**src/rtl/reg_fetch_pkg.sv**
```systemverilog
// reg_fetch_pkg: shared types and constants for the register operand fetch slice
// Contents: fetch FSM state enum, PC register address, default PC offset, lane indices.
package reg_fetch_pkg;
    typedef enum logic [1:0] {IDLE, ISSUE, CAPTURE, HOLD} fetch_state_e;
    localparam logic [3:0] PC_ADDR = 4'hF;
    localparam int PC_OFFSET_DEF = 8;
    localparam int LANE_A = 0;
    localparam int LANE_B = 1;
    localparam int LANE_C = 2;
    localparam int N_LANES = 3;
endpackage

```
**src/rtl/reg_operand_fetch_operand_select.sv**
```systemverilog
// operand_select: one operand lane's source priority mux, bypass register and operand register
// Ports: clk/rst_n (async active-low), issue_i/capture_i (fetch phase), use_i (lane enabled),
//        addr_i (latched lane address), rf_data_i (register file read data), pc_i,
//        wb_enable_i/wb_address_i/wb_data_i (writeback), op_o (registered operand).
// Optional feature: REG_FETCH_FWD_EN builds writeback forwarding and the bypass register.
module operand_select
    import reg_fetch_pkg::*;
#(
    parameter int DATA_W    = 32,
    parameter int ADDR_W    = 4,
    parameter int PC_OFFSET = PC_OFFSET_DEF
) (
    input  logic              clk,
    input  logic              rst_n,
    input  logic              issue_i,
    input  logic              capture_i,
    input  logic              use_i,
    input  logic [ADDR_W-1:0] addr_i,
    input  logic [DATA_W-1:0] rf_data_i,
    input  logic [DATA_W-1:0] pc_i,
    input  logic              wb_enable_i,
    input  logic [ADDR_W-1:0] wb_address_i,
    input  logic [DATA_W-1:0] wb_data_i,
    output logic [DATA_W-1:0] op_o
);
    logic [DATA_W-1:0] op_q, op_d, fwd_data;
    logic              fwd_hit;
`ifdef REG_FETCH_FWD_EN
    logic              byp_hit_q, byp_hit_d, wb_hit;
    logic [DATA_W-1:0] byp_data_q, byp_data_d;
    always_comb begin
        wb_hit     = wb_enable_i && wb_address_i == addr_i;
        byp_hit_d  = issue_i ? wb_hit : byp_hit_q;
        byp_data_d = issue_i && wb_hit ? wb_data_i : byp_data_q;
        // a writeback seen during CAPTURE is newer than one held from ISSUE
        fwd_hit    = wb_hit || byp_hit_q;
        fwd_data   = wb_hit ? wb_data_i : byp_data_q;
    end
    always_ff @(posedge clk or negedge rst_n) begin
        if (!rst_n) begin
            byp_hit_q  <= 1'b0;
            byp_data_q <= '0;
        end else begin
            byp_hit_q  <= byp_hit_d;
            byp_data_q <= byp_data_d;
        end
    end
`else
    logic unused_wb;
    assign unused_wb = ^{wb_enable_i, wb_address_i, wb_data_i, issue_i};
    assign fwd_hit   = 1'b0;
    assign fwd_data  = '0;
`endif
    always_comb begin
        op_d = !capture_i                    ? op_q
             : !use_i                        ? '0
             : addr_i == ADDR_W'(PC_ADDR)    ? pc_i + DATA_W'(PC_OFFSET)
             : fwd_hit                       ? fwd_data
             :                                 rf_data_i;
    end
    always_ff @(posedge clk or negedge rst_n) begin
        if (!rst_n) op_q <= '0;
        else        op_q <= op_d;
    end
    assign op_o = op_q;
endmodule

```
**src/rtl/reg_operand_fetch.sv**
```systemverilog
// reg_operand_fetch: read-side sequencer turning a 3-source decode request into register file reads and operands
// Ports: clk, rst_n (async active-low); req_* decode request (valid/ready, three addresses, per-lane use);
//        rf_in_address_*/rf_read_enable_* registered read port drive, rf_out_data_* read data (next cycle);
//        pc; wb_* writeback mirror; op_valid/op_ready and op_a/op_b/op_c towards execute.
// Optional feature: REG_FETCH_FWD_EN enables writeback forwarding into the operands.
module reg_operand_fetch
    import reg_fetch_pkg::*;
#(
    parameter int DATA_W    = 32,
    parameter int ADDR_W    = 4,
    parameter int PC_OFFSET = PC_OFFSET_DEF
) (
    input  logic              clk,
    input  logic              rst_n,
    input  logic              req_valid,
    output logic              req_ready,
    input  logic [ADDR_W-1:0] req_addr_a,
    input  logic [ADDR_W-1:0] req_addr_b,
    input  logic [ADDR_W-1:0] req_addr_c,
    input  logic [2:0]        req_use,
    output logic [ADDR_W-1:0] rf_in_address_1,
    output logic [ADDR_W-1:0] rf_in_address_2,
    output logic [ADDR_W-1:0] rf_in_address_3,
    output logic              rf_read_enable_1,
    output logic              rf_read_enable_2,
    output logic              rf_read_enable_3,
    input  logic [DATA_W-1:0] rf_out_data_1,
    input  logic [DATA_W-1:0] rf_out_data_2,
    input  logic [DATA_W-1:0] rf_out_data_3,
    input  logic [DATA_W-1:0] pc,
    input  logic              wb_enable,
    input  logic [ADDR_W-1:0] wb_address,
    input  logic [DATA_W-1:0] wb_data,
    output logic              op_valid,
    input  logic              op_ready,
    output logic [DATA_W-1:0] op_a,
    output logic [DATA_W-1:0] op_b,
    output logic [DATA_W-1:0] op_c
);
    fetch_state_e                   state_q, state_d;
    logic                           rdy_q, accept;
    logic [N_LANES-1:0][ADDR_W-1:0] addr_q, addr_d;
    logic [N_LANES-1:0]             use_q, use_d, en_q, en_d;
    logic [N_LANES-1:0][DATA_W-1:0] rf_data, op;
    always_comb begin
        // rdy_q keeps req_ready low until the first clock after reset release
        req_ready = rdy_q && (state_q == IDLE || (state_q == HOLD && op_ready));
        accept    = req_valid && req_ready;
        state_d   = accept                           ? ISSUE
                  : state_q == ISSUE                 ? CAPTURE
                  : state_q == CAPTURE               ? HOLD
                  : state_q == HOLD && op_ready      ? IDLE
                  :                                    state_q;
        addr_d    = accept ? {req_addr_c, req_addr_b, req_addr_a} : addr_q;
        use_d     = accept ? req_use : use_q;
        en_d      = accept ? req_use : '0;
    end
    always_ff @(posedge clk or negedge rst_n) begin
        if (!rst_n) begin
            state_q <= IDLE;
            rdy_q   <= 1'b0;
            addr_q  <= '0;
            use_q   <= '0;
            en_q    <= '0;
        end else begin
            state_q <= state_d;
            rdy_q   <= 1'b1;
            addr_q  <= addr_d;
            use_q   <= use_d;
            en_q    <= en_d;
        end
    end
    assign rf_data = {rf_out_data_3, rf_out_data_2, rf_out_data_1};
    for (genvar l = 0; l < N_LANES; l++) begin : g_lane
        operand_select #(
            .DATA_W    (DATA_W),
            .ADDR_W    (ADDR_W),
            .PC_OFFSET (PC_OFFSET)
        ) u_sel (
            .clk          (clk),
            .rst_n        (rst_n),
            .issue_i      (state_q == ISSUE),
            .capture_i    (state_q == CAPTURE),
            .use_i        (use_q[l]),
            .addr_i       (addr_q[l]),
            .rf_data_i    (rf_data[l]),
            .pc_i         (pc),
            .wb_enable_i  (wb_enable),
            .wb_address_i (wb_address),
            .wb_data_i    (wb_data),
            .op_o         (op[l])
        );
    end
    assign rf_in_address_1  = addr_q[LANE_A];
    assign rf_in_address_2  = addr_q[LANE_B];
    assign rf_in_address_3  = addr_q[LANE_C];
    assign rf_read_enable_1 = en_q[LANE_A];
    assign rf_read_enable_2 = en_q[LANE_B];
    assign rf_read_enable_3 = en_q[LANE_C];
    assign op_valid         = state_q == HOLD;
    assign op_a             = op[LANE_A];
    assign op_b             = op[LANE_B];
    assign op_c             = op[LANE_C];
endmodule
```
**config.mk**
```make
export PLATFORM = sky130hd
export DESIGN_NAME = reg_operand_fetch
export DESIGN_NICKNAME = d
export VERILOG_FILES = /design/src/rtl/reg_fetch_pkg.sv /design/src/rtl/reg_operand_fetch_operand_select.sv /design/src/rtl/reg_operand_fetch.sv
export SDC_FILE = /design/constraint.sdc
export NUM_CORES = 1
export LEC_CHECK = 0
export BUFFER_PORTS_ARGS = -buffer_cell sky130_fd_sc_hd__buf_2
export CAP_MARGIN = 40
export CORE_AREA = 2 2 115 117
export DETAILED_ROUTE_END_ITERATION = 6
export DIE_AREA = 0 0 117 119
export GPL_TIMING_DRIVEN = 1
export PLACE_DENSITY = 0.81
export SLEW_MARGIN = 20
export SYNTH_ARGS = -nofsm -noshare
export SYNTH_HDL_FRONTEND = slang
export SYNTH_SLANG_ARGS = --single-unit
```
**constraint.sdc**
```tcl
create_clock -name clk -period 5.7 [get_ports clk]
set_clock_uncertainty 0.2 [all_clocks]
set_input_delay 1.14 -clock clk [delete_from_list [all_inputs] [get_ports clk]]
set_output_delay 1.14 -clock clk [all_outputs]
set_load 0.03 [all_outputs]
```
==> impl_metrics.tcl, run 1 <==
set metrics [dict create \
    status "finished, final reports clean" \
    min_path_type "flip-flop to flip-flop" \
    cp_num_cells 4 \
    synth.most_common_cell "dfrtp_1" \
    r2r_cells 6 \
    syn_inst 605 \
    antenna_found_initial 1 \
    p_per_area_mw_per_mm2 484 \
    synth-compound-area-share_pct 22.6 \
    r2r-start "state_q[0]" \
    synth_top_family_by_area "compound AO/OA/AOI/OAI gates" \
    syn_avg_cell_area_um2 9.69 \
    port_buffers 259 \
    core_area_mm2 0.0129 \
    fin_cells 1045 \
    path_clk_slew_ps 50 \
    postCtsSetupBuffers 0 \
    synth_edf_count 0 \
    yosysTopAreaCellShare_pct 49.9 \
    synthAdderAreaFrac_pct 1.07 \
    finalMaxSlewViolations 0 \
    cts_tree "done" \
    gr-total-overflow 0 \
    setup_viol 0 \
    ys_ff_latch 117 \
    drt_iter0_drc 424 \
    power.leakage_nw 3.96 \
    hold_buffers 0 \
    power.switching_mw 1.61 \
    numCtsBuffers 17 \
    synthToLayoutAreaGrowth_pct 35.2 \
    grt_pass1_wl_um 31200 \
    slew_headroom_pct 48.9 \
    dpl.hpwl_um 14500 \
    placementRows 42 \
    combPwrFrac_pct 39.6 \
    worstSetupStartpointType "input pin" \
    place.gp.congestion 0.929 \
    p_int_mw 2.23 \
    h-tree-depth 4 \
    die_y_um 119 \
    ys.flop_type "dfrtp_1" \
    die_w_um 117 \
    fin_ws_ps 2500 \
    async_reset_ff_share_pct 100 \
    post_cts_resized 0 \
    top_level_ports 297 \
    tns_ps 0 \
    synth-xor-area-share_pct 2.69 \
    switching_share_pct 41.9 \
    vias 6130 \
    post-place-ws_ps 2370 \
    crit_type "input pin to output pin" \
    syn_nets 794 \
    ant_nets 0 \
    worstPathRequired_ps 4360 \
    grtUsageTotal_pct 29.8 \
    slowest_stage "nor2b_1" \
    fmax_mhz 312 \
    hp-start "g_lane[0].u_sel.op_o[20]" \
    clk_path_buf_depth 2 \
    vias_per_cell 5.87 \
    grt_pass1_vias 5971 \
    max_stage_delay_ps 300 \
    synth_area_leader_cell "dfrtp_1" \
    cpLargestDelayFamily "buffers and inverters" \
    routed_wl_um 20400 \
    die_area_mm2 0.0139 \
    endpoint "req_ready" \
    synthMuxAreaShare_pct 2.24 \
    period_share_pct 56.1 \
    finalWorstPathRequiredPeriod_ps 3200 \
    whs_ps 276 \
    rsz0062_at_grt "no" \
    root_buffer "clkbuf_16" \
    startpoint "op_ready" \
    clk_latency_ps 410 \
    vdd_drop_max_uv 257 \
    initial_utilization_pct 45.5 \
    synth-simple-area-share_pct 18.3 \
    post_drt_wl_per_cell_um 19.5 \
    cap_violations 0 \
    drcViolationCount 0 \
    hold_viol 0 \
    syn-cell-area_mm2 0.00586 \
    critPathArrivalTime_ps 1860 \
    r2r_slack_ps 2880 \
    p_clk_share_pct 27.2 \
    ys_warn_count 0 \
    drive_gt1_share_pct 35.7 \
    r2r-end "g_lane[0].u_sel.op_o[14]" \
    ys_seq_area_share_pct 49.9 \
    firstDrtPassIters 5 \
    power_frac_seq_pct 33.2 \
    path_cells "buf_2 -> a21oi_1 -> nor2b_1 -> buf_2" \
    grt_max_degree 57 \
    fin_nets 1045 \
    cpMostUsedCell "buf_2" \
    crit_buf_inv 2 \
    cts.sinks 117 \
    critPathCaptureType "output pin" \
    netlist_top_cells_count "dfrtp_1 (117), o21ai_0 (69), o2bb2ai_1 (69)" \
    critPathMaxFanout 6 \
    dp.cells 1013 \
    ys_top_cells_by_area "dfrtp_1 (50%), o2bb2ai_1 (10%), o21ai_0 (5.9%)" \
    ys_types 40 \
    tightestPinTransition_ps 766 \
]
layer usage:
metal / routed length (µm) / global-route usage (%) / vias up
met5: 0 / 0 / -
met4: 534 / 13.8 / 0
met1: 8450 / 39.3 / 3008
li1: - / - / 2751
met3: 1560 / 6.72 / 43
met2: 9830 / 46.4 / 328
area by class of cell:
cell class              count  area (µm²)
inverters                   6        22.5
diodes                      1        2.50
flip-flops and latches    117        2930
well taps                 176         220
repair buffers            271        1430
clock buffers              22         464
clock inverters             9         104
multi-input cells         443        2760
fillers                  1123        4940
placed cells by master (no fill, tap or decap), types with 6 or more instances in the layout:
master	n
xor2_1	13
mux2i_1	12
and4_1	8
buf_2	258
nand2_1	62
clkbuf_16	17
a21oi_1	8
nand3_1	10
o21ai_0	69
nor2_1	56
a32oi_1	6
nand4_1	16
dfrtp_1	117
o2bb2ai_1	69
nor3_1	35
a31oi_1	11
a22o_1	9
o22ai_1	9
buf_4	9
cells by family (layout without fill, tap and decap cells):
kind of cell               after synthesis  in the layout
muxes                                   13             13
adders and majority gates                5              5
xor gates and xnor gates                18             18
DFF                                    117            117
buffers and inverters                   45            308
and+or+nand+nor                        215            215
AOI/OAI and AO/OA                      191            191
other                                    1              2
through the flow:
stage               util [%]  area [µm²]  power (mW)
floorplan                  -        5860        2.27
global placement        56.6        7290        2.75
detailed placement      57.2        7360        2.80
CTS                     61.6        7930        3.84
global route            61.6        7930        4.04
finish                  61.6        7930        3.84
power by group through the flow:
stage	clock network [mW]	registers, mW	logic [mW]
5_1_grt	1.10	1.30	1.64
2_1_floorplan	0	1.71	0.557
4_1_cts	1.05	1.27	1.52
6_report	1.04	1.27	1.52
3_3_place_gp	0	1.27	1.48
3_5_place_dp	0	1.27	1.53
worst min-delay path by stage:
stage	end	slack [ps]	cells past startpoint
2_1_floorplan	state_q[0]	320	2
4_1_cts	g_lane[0].u_sel.op_o[20]	280	1
6_report	g_lane[0].u_sel.op_o[20]	280	1
3_5_place_dp	g_lane[1].u_sel.op_o[2]	270	1
3_3_place_gp	g_lane[1].u_sel.op_o[28]	260	1
5_1_grt	g_lane[2].u_sel.op_o[19]	300	1
sequential cells by signal, indices dropped and copies added, names as in the netlist:
register / cells
rf_in_address_2: 4
rdy_q: 1
rf_in_address_3: 4
g_lane.u_sel.op_o: 96
rf_in_address_1: 4
en_q: 3
state_q: 2
use_q: 3
(Power assumes the default switching activity.)
==> run 2: changes to the inputs <==
--- a/config.mk
+++ b/config.mk
@@ -5,11 +5,13 @@
 export SDC_FILE = /design/constraint.sdc
 export NUM_CORES = 1
 export LEC_CHECK = 0
+export ABC_AREA = 1
 export BUFFER_PORTS_ARGS = -buffer_cell sky130_fd_sc_hd__buf_2
 export CAP_MARGIN = 40
-export CORE_AREA = 2 2 115 117
+export CORE_ASPECT_RATIO = 2
+export CORE_MARGIN = 2
+export CORE_UTILIZATION = 47
 export DETAILED_ROUTE_END_ITERATION = 6
-export DIE_AREA = 0 0 117 119
 export GPL_TIMING_DRIVEN = 1
 export PLACE_DENSITY = 0.81
 export SLEW_MARGIN = 20
==> constraint.sdc (replaced) <==
create_clock -name clk -period 3.25 [get_ports clk]
set_clock_uncertainty 0.2 [all_clocks]
set_input_delay 0.65 -clock clk [delete_from_list [all_inputs] [get_ports clk]]
set_output_delay 0.65 -clock clk [all_outputs]
set_load 0.03 [all_outputs]
==> run 2 against run 1 <==
Effect of this change: register-to-register slack got worse by 1900 ps; cell count increased by 23%; clock power increased by 75%; sequential share of layout area decreased by 1.7 points; first-iteration DRC count increased by 5.9%; non-clock buffer count unchanged; critical path depth increased by 1; flip-flop and latch count unchanged; count of clock-buffer cells in the layout decreased by 4; worst setup slack got worse by 1600 ps; sequential power increased by 69%; largest cell class is now multi-input gates.
==> impl_metrics.tcl, run 2 <==
set metrics [dict create \
    p_per_area_mw_per_mm2 808 \
    synth_edf_count 0 \
    clk_path_buf_depth 2 \
    syn_nets 1056 \
    utilization_pct 62.6 \
    ys_top_cells_by_area "dfrtp_1 (46%), nand2_1 (20%), nor2_1 (9.7%)" \
    power.total_mw 6.72 \
    rsz0062_at_grt "no" \
    ant_nets 0 \
    die_area_mm2 0.0145 \
    crit_type "flip-flop to output pin" \
    r2r-end "g_lane[1].u_sel.op_o[13]" \
    hold_viol 0 \
    fin_cells 1289 \
    critPathCaptureType "output pin" \
    tightestPinTransition_ps 731 \
    worstSetupStartpointType "flip-flop" \
    antenna_found_initial 1 \
    grtUsageMet3_pct 7.75 \
    yosysTopAreaCellShare_pct 46.3 \
    gr-total-overflow 0 \
    min_path_type "input pin to async pin" \
    root_buffer "clkbuf_16" \
    routed_wl_um 20300 \
    postCtsSetupBuffers 0 \
    grtUsageMet1_pct 35.4 \
    dp.cells 1256 \
    cts.sinks 117 \
    clk_latency_ps 400 \
    finalMaxSlewViolations 0 \
    dpl.hpwl_um 15100 \
    r2r_slack_ps 1020 \
    numCtsBuffers 17 \
    drt_iter0_drc 449 \
    syn-cell-area_mm2 0.00633 \
    synthToLayoutAreaGrowth_pct 31.4 \
    async_reset_ff_share_pct 100 \
    ys_ff_latch 117 \
    path_clk_slew_ps 60 \
    cts_tree "done" \
    multi_input_area_mm2 0.00307 \
    hold_buffers 0 \
    synth.most_common_cell "nand2_1" \
    setup_viol 0 \
    ys_seq_area_share_pct 46.3 \
    ys_types 31 \
    busiest_layer "met2" \
    netlist_top_cells_count "nand2_1 (345), nor2_1 (163), dfrtp_1 (117)" \
    fmax_mhz 432 \
    vias_per_cell 5.12 \
    tns_ps 0 \
    final_cell_mix "nand2_1 (345), buf_2 (258), nor2_1 (163)" \
    grt_pass1_vias 6298 \
    h-tree-depth 4 \
    post_cts_resized 0 \
    use_met2_pct 46.5 \
    initial_utilization_pct 47.6 \
    slew_headroom_pct 50.7 \
    ys.flop_type "dfrtp_1" \
    critPathMaxFanout 3 \
    synth_area_leader_cell "dfrtp_1" \
    ff_latch_area_mm2 0.00293 \
    port_buffers 259 \
    n_fill_cell 1213 \
    top_level_ports 297 \
    worstPathRequired_ps 2400 \
    status "finished, final reports clean" \
    power.leakage_nw 4.56 \
    grt_pass1_wl_um 32000 \
    grt_max_degree 76 \
    fin_nets 1310 \
    die_y_um 168 \
    finalWorstPathRequiredPeriod_ps 2320 \
    r2r_cells 7 \
    drcViolationCount 0 \
    layout.cells.most_common "nand2_1" \
    ys_warn_count 0 \
    critPathArrivalTime_ps 1470 \
    drive_gt1_share_pct 29.7 \
    r2r-start "state_q[0]" \
    grtUsageTotal_pct 28.3 \
    place.gp.congestion 0.939 \
    vdd_drop_max_uv 469 \
    placementRows 60 \
    post_drt_wl_per_cell_um 15.7 \
    die_w_um 86.0 \
    syn_inst 867 \
    vias 6604 \
    syn_avg_cell_area_um2 7.30 \
    firstDrtPassIters 5 \
    largest_register_ffs 96 \
    core_area_mm2 0.0133 \
    cap_violations 0 \
    period_share_pct 71.3 \
]
-- run 2: per-stage QoR --
step	area (µm²)	setup slack [ps]	hold slack (ps)
4_1_cts	8290	903	61.1
6_report	8310	934	33.7
3_5_place_dp	7720	908	260
2_1_floorplan	6330	1060	154
3_3_place_gp	7720	935	257
5_1_grt	8310	801	72.4
-- run 2: area by class of cell --
class	instances	share of cell area (%)
tap	155	2.33
antenna	1	0.0301
clock inverter	13	1.61
sequential	117	35.2
clock buffer	18	5.28
inverter	29	1.32
timing repair buffer	271	17.3
multi-input combinational	685	36.9
-- run 2: where the power goes --
part	switching [mW]	total, mW	internal [mW]	leakage, nW
Clock	0.677	1.82	1.14	0.266
Sequential	0.246	2.14	1.89	1.54
Combinational	1.95	2.76	0.813	2.75
Total	2.87	6.72	3.85	4.56
-- run 2: logic make-up (layout without fill, tap and decap cells) --
family | after synthesis | after routing | synth area share [%]
AO/OA/AOI/OAI | 82 | 82 | 6.78
XOR/XNOR | 12 | 12 | 1.66
adder cells (fa/ha/maj) | 5 | 5 | 0.989
buffers and inverters | 65 | 331 | 5.20
flip-flops | 117 | 117 | 46.3
multiplexers | 12 | 12 | 2.14
other | 1 | 2 | 0.0593
AND/OR/NAND/NOR | 573 | 573 | 36.9
-- run 2: metal layers --
metal | part of all wire, % | vias up
li1 | - | 3226
met1 | 39 | 3019
met2 | 49 | 326
met3 | 9.3 | 33
met4 | 2.9 | 0
met5 | 0 | -
-- run 2: worst max-delay path by stage --
stage	start	end	slack, ps	depth (start not counted)
after detailed placement	pc[3]	g_lane[2].u_sel.op_o[15]	910	10
after global placement	pc[7]	g_lane[1].u_sel.op_o[12]	930	9
final	state_q[1]	req_ready	930	5
after CTS	state_q[1]	req_ready	900	5
after floorplan	state_q[0]	rf_in_address_1[0]	1060	6
after global routing	state_q[1]	req_ready	800	5
-- run 2: critical path, cell delays in order, from the launching register on --
cell      delay, ps
dfrtp_1         400
inv_1           110
ha_1            160
inv_1            50
a21boi_2        130
buf_2           210
==> run 3: changes to the inputs <==
==> constraint.sdc (replaced) <==
create_clock -name clk -period 2.3 [get_ports clk]
set_clock_uncertainty 0.2 [all_clocks]
set_input_delay 0.46 -clock clk [delete_from_list [all_inputs] [get_ports clk]]
set_output_delay 0.46 -clock clk [all_outputs]
set_load 0.03 [all_outputs]
==> run 3 against run 2 <==
Effect of this change: sequential power grew 41%; register-to-register slack lost 750 ps; count of clock-buffer cells in the layout grew 1; flip-flop and latch count is the same; design area grew 0.99%; combinational power grew 43%; worst hold slack gained 45 ps; via count grew 0.53%; non-clock buffer count grew 6; wire length grew 0.45%; clock power grew 51%; cell count grew 0.39%.
==> impl_metrics.tcl, run 3 (synthesis results as in run 2) <==
set metrics [dict create \
    status "finished, final reports clean" \
    ant_nets 0 \
    ff_latch_area_mm2 0.00293 \
    die_w_um 86.0 \
    crit_type "flip-flop to output pin" \
    drive_gt1_share_pct 30.0 \
    whs_path_depth 2 \
    h-tree-depth 4 \
    slew_headroom_pct 60.6 \
    placementRows 60 \
    layout.cells.most_common "nand2_1" \
    p_clk_share_pct 28.3 \
    tns_ps 0 \
    post-place-ws_ps 164 \
    grtUsageTotal_pct 28.4 \
    routed_wl_um 20400 \
    root_buffer "clkbuf_16" \
    fin_cells 1294 \
    vdd_drop_max_uv 724 \
    cts_tree "done" \
    dp.cells 1262 \
    grt_max_degree 53 \
    numCtsBuffers 17 \
    port_buffers 259 \
    n_fill_cell 1191 \
    post_drt_wl_per_cell_um 15.7 \
    drcViolationCount 0 \
    dpl.hpwl_um 15200 \
    multi_input_area_mm2 0.00307 \
    final_cell_mix "nand2_1 (345), buf_2 (258), nor2_1 (163)" \
    firstDrtPassIters 5 \
    fin_ws_ps 166 \
    antenna_found_initial 1 \
    worstSetupStartpointType "flip-flop" \
    die_area_mm2 0.0145 \
    num_antenna_cells 0 \
    finalWorstPathRequiredPeriod_ps 2130 \
    combPwrFrac_pct 40.6 \
    power.switching_mw 4.08 \
    place.gp.congestion 0.938 \
    period_share_pct 92.8 \
    finalMaxSlewViolations 0 \
    power.leakage_nw 4.61 \
    gr-total-overflow 0 \
    p_per_area_mw_per_mm2 1150 \
    drt_iter0_drc 398 \
    switching_share_pct 42.1 \
    p_int_mw 5.61 \
    grt_pass1_wl_um 32200 \
    top_level_ports 297 \
    synthToLayoutAreaGrowth_pct 32.7 \
    cts.sinks 117 \
    cap_violations 0 \
    die_y_um 168 \
    initial_utilization_pct 47.6 \
    min_path_type "input pin to flip-flop" \
    utilization_pct 63.2 \
    critPathCaptureType "output pin" \
    worstPathRequired_ps 1640 \
    core_area_mm2 0.0133 \
    largest_register_ffs 96 \
    hold_viol 0 \
    post_cts_resized 0 \
    critPathArrivalTime_ps 1470 \
    power_frac_seq_pct 31.1 \
    setup_viol 0 \
    tightestPinTransition_ps 590 \
    vias 6639 \
    clk_path_buf_depth 2 \
    vias_per_cell 5.13 \
    path_clk_slew_ps 60 \
    r2r_cells 7 \
    fmax_mhz 469 \
    grt_pass1_vias 6344 \
    whs_ps 78.9 \
    critPathMaxFanout 3 \
    rsz0062_at_grt "no" \
    fin_nets 1316 \
    clk_latency_ps 410 \
]
[run 3: changes by cell type in the layout (fill, tap and decap cells not counted), sizes merged]
cell         before  now
diode             1    0
clkbuf           18   19
clkinv            5    4
bufinv            2    3
clkinvlp          6    4
inv              29   30
dlygate4sd3       0    1
buf             271  276
[run 3: worst max-delay path: stages (launching register included)]
cell and delay [ps]:
dfrtp_1 410, inv_1 120, ha_1 150, inv_1 50, a21boi_2 140, buf_2 210
[run 3: worst paths after layout]
kind	slack [ps]	start	endpoint
max	170	state_q[1]	req_ready
min	80	req_addr_a[3]	rf_in_address_1[3]
min in group asynchronous	310	rst_n	g_lane[1].u_sel.op_o[15]
min reg2reg	270	g_lane[1].u_sel.op_o[14]	g_lane[1].u_sel.op_o[14]
max reg2reg	270	state_q[0]	state_q[1]
max in group asynchronous	990	rst_n	en_q[2]
[run 3: area by class of cell]
type	count	area share (%)
well taps	155	2.31
clock buffers	19	5.40
inverters	29	1.31
clock inverters	12	1.82
repair buffers	277	17.7
multi-input cells	685	36.6
flip-flops and latches	117	34.9
[run 3: repair_timing]
action                    4_1_cts  5_1_grt
buffers inserted                0        0
hold endpoints to repair       24        0
hold buffers                    1        0
[run 3: stage by stage]
stage	area, µm²	power [mW]
after detailed placement	7780	6.98
after global placement	7780	6.86
after floorplan	6330	5.70
final	8390	9.69
after CTS	8390	9.76
after global routing	8390	10.2
[run 3: power groups by stage]
stage	combinational, mW	sequential (mW)	clock (mW)
global placement	3.85	3.01	0
global route	4.28	3.09	2.86
floorplan	1.58	4.12	0
finish	3.94	3.02	2.74
CTS	3.96	3.02	2.78
detailed placement	3.95	3.04	0
[run 3: layer usage]
metal  track usage, %  vias to the layer above  wire, µm
met2             46.4                      309     10100
li1                 -                     3233         -
met4             9.04                        2       414
met3             7.84                       30      1770
met1             36.3                     3065      8090
met5                0                        -        16
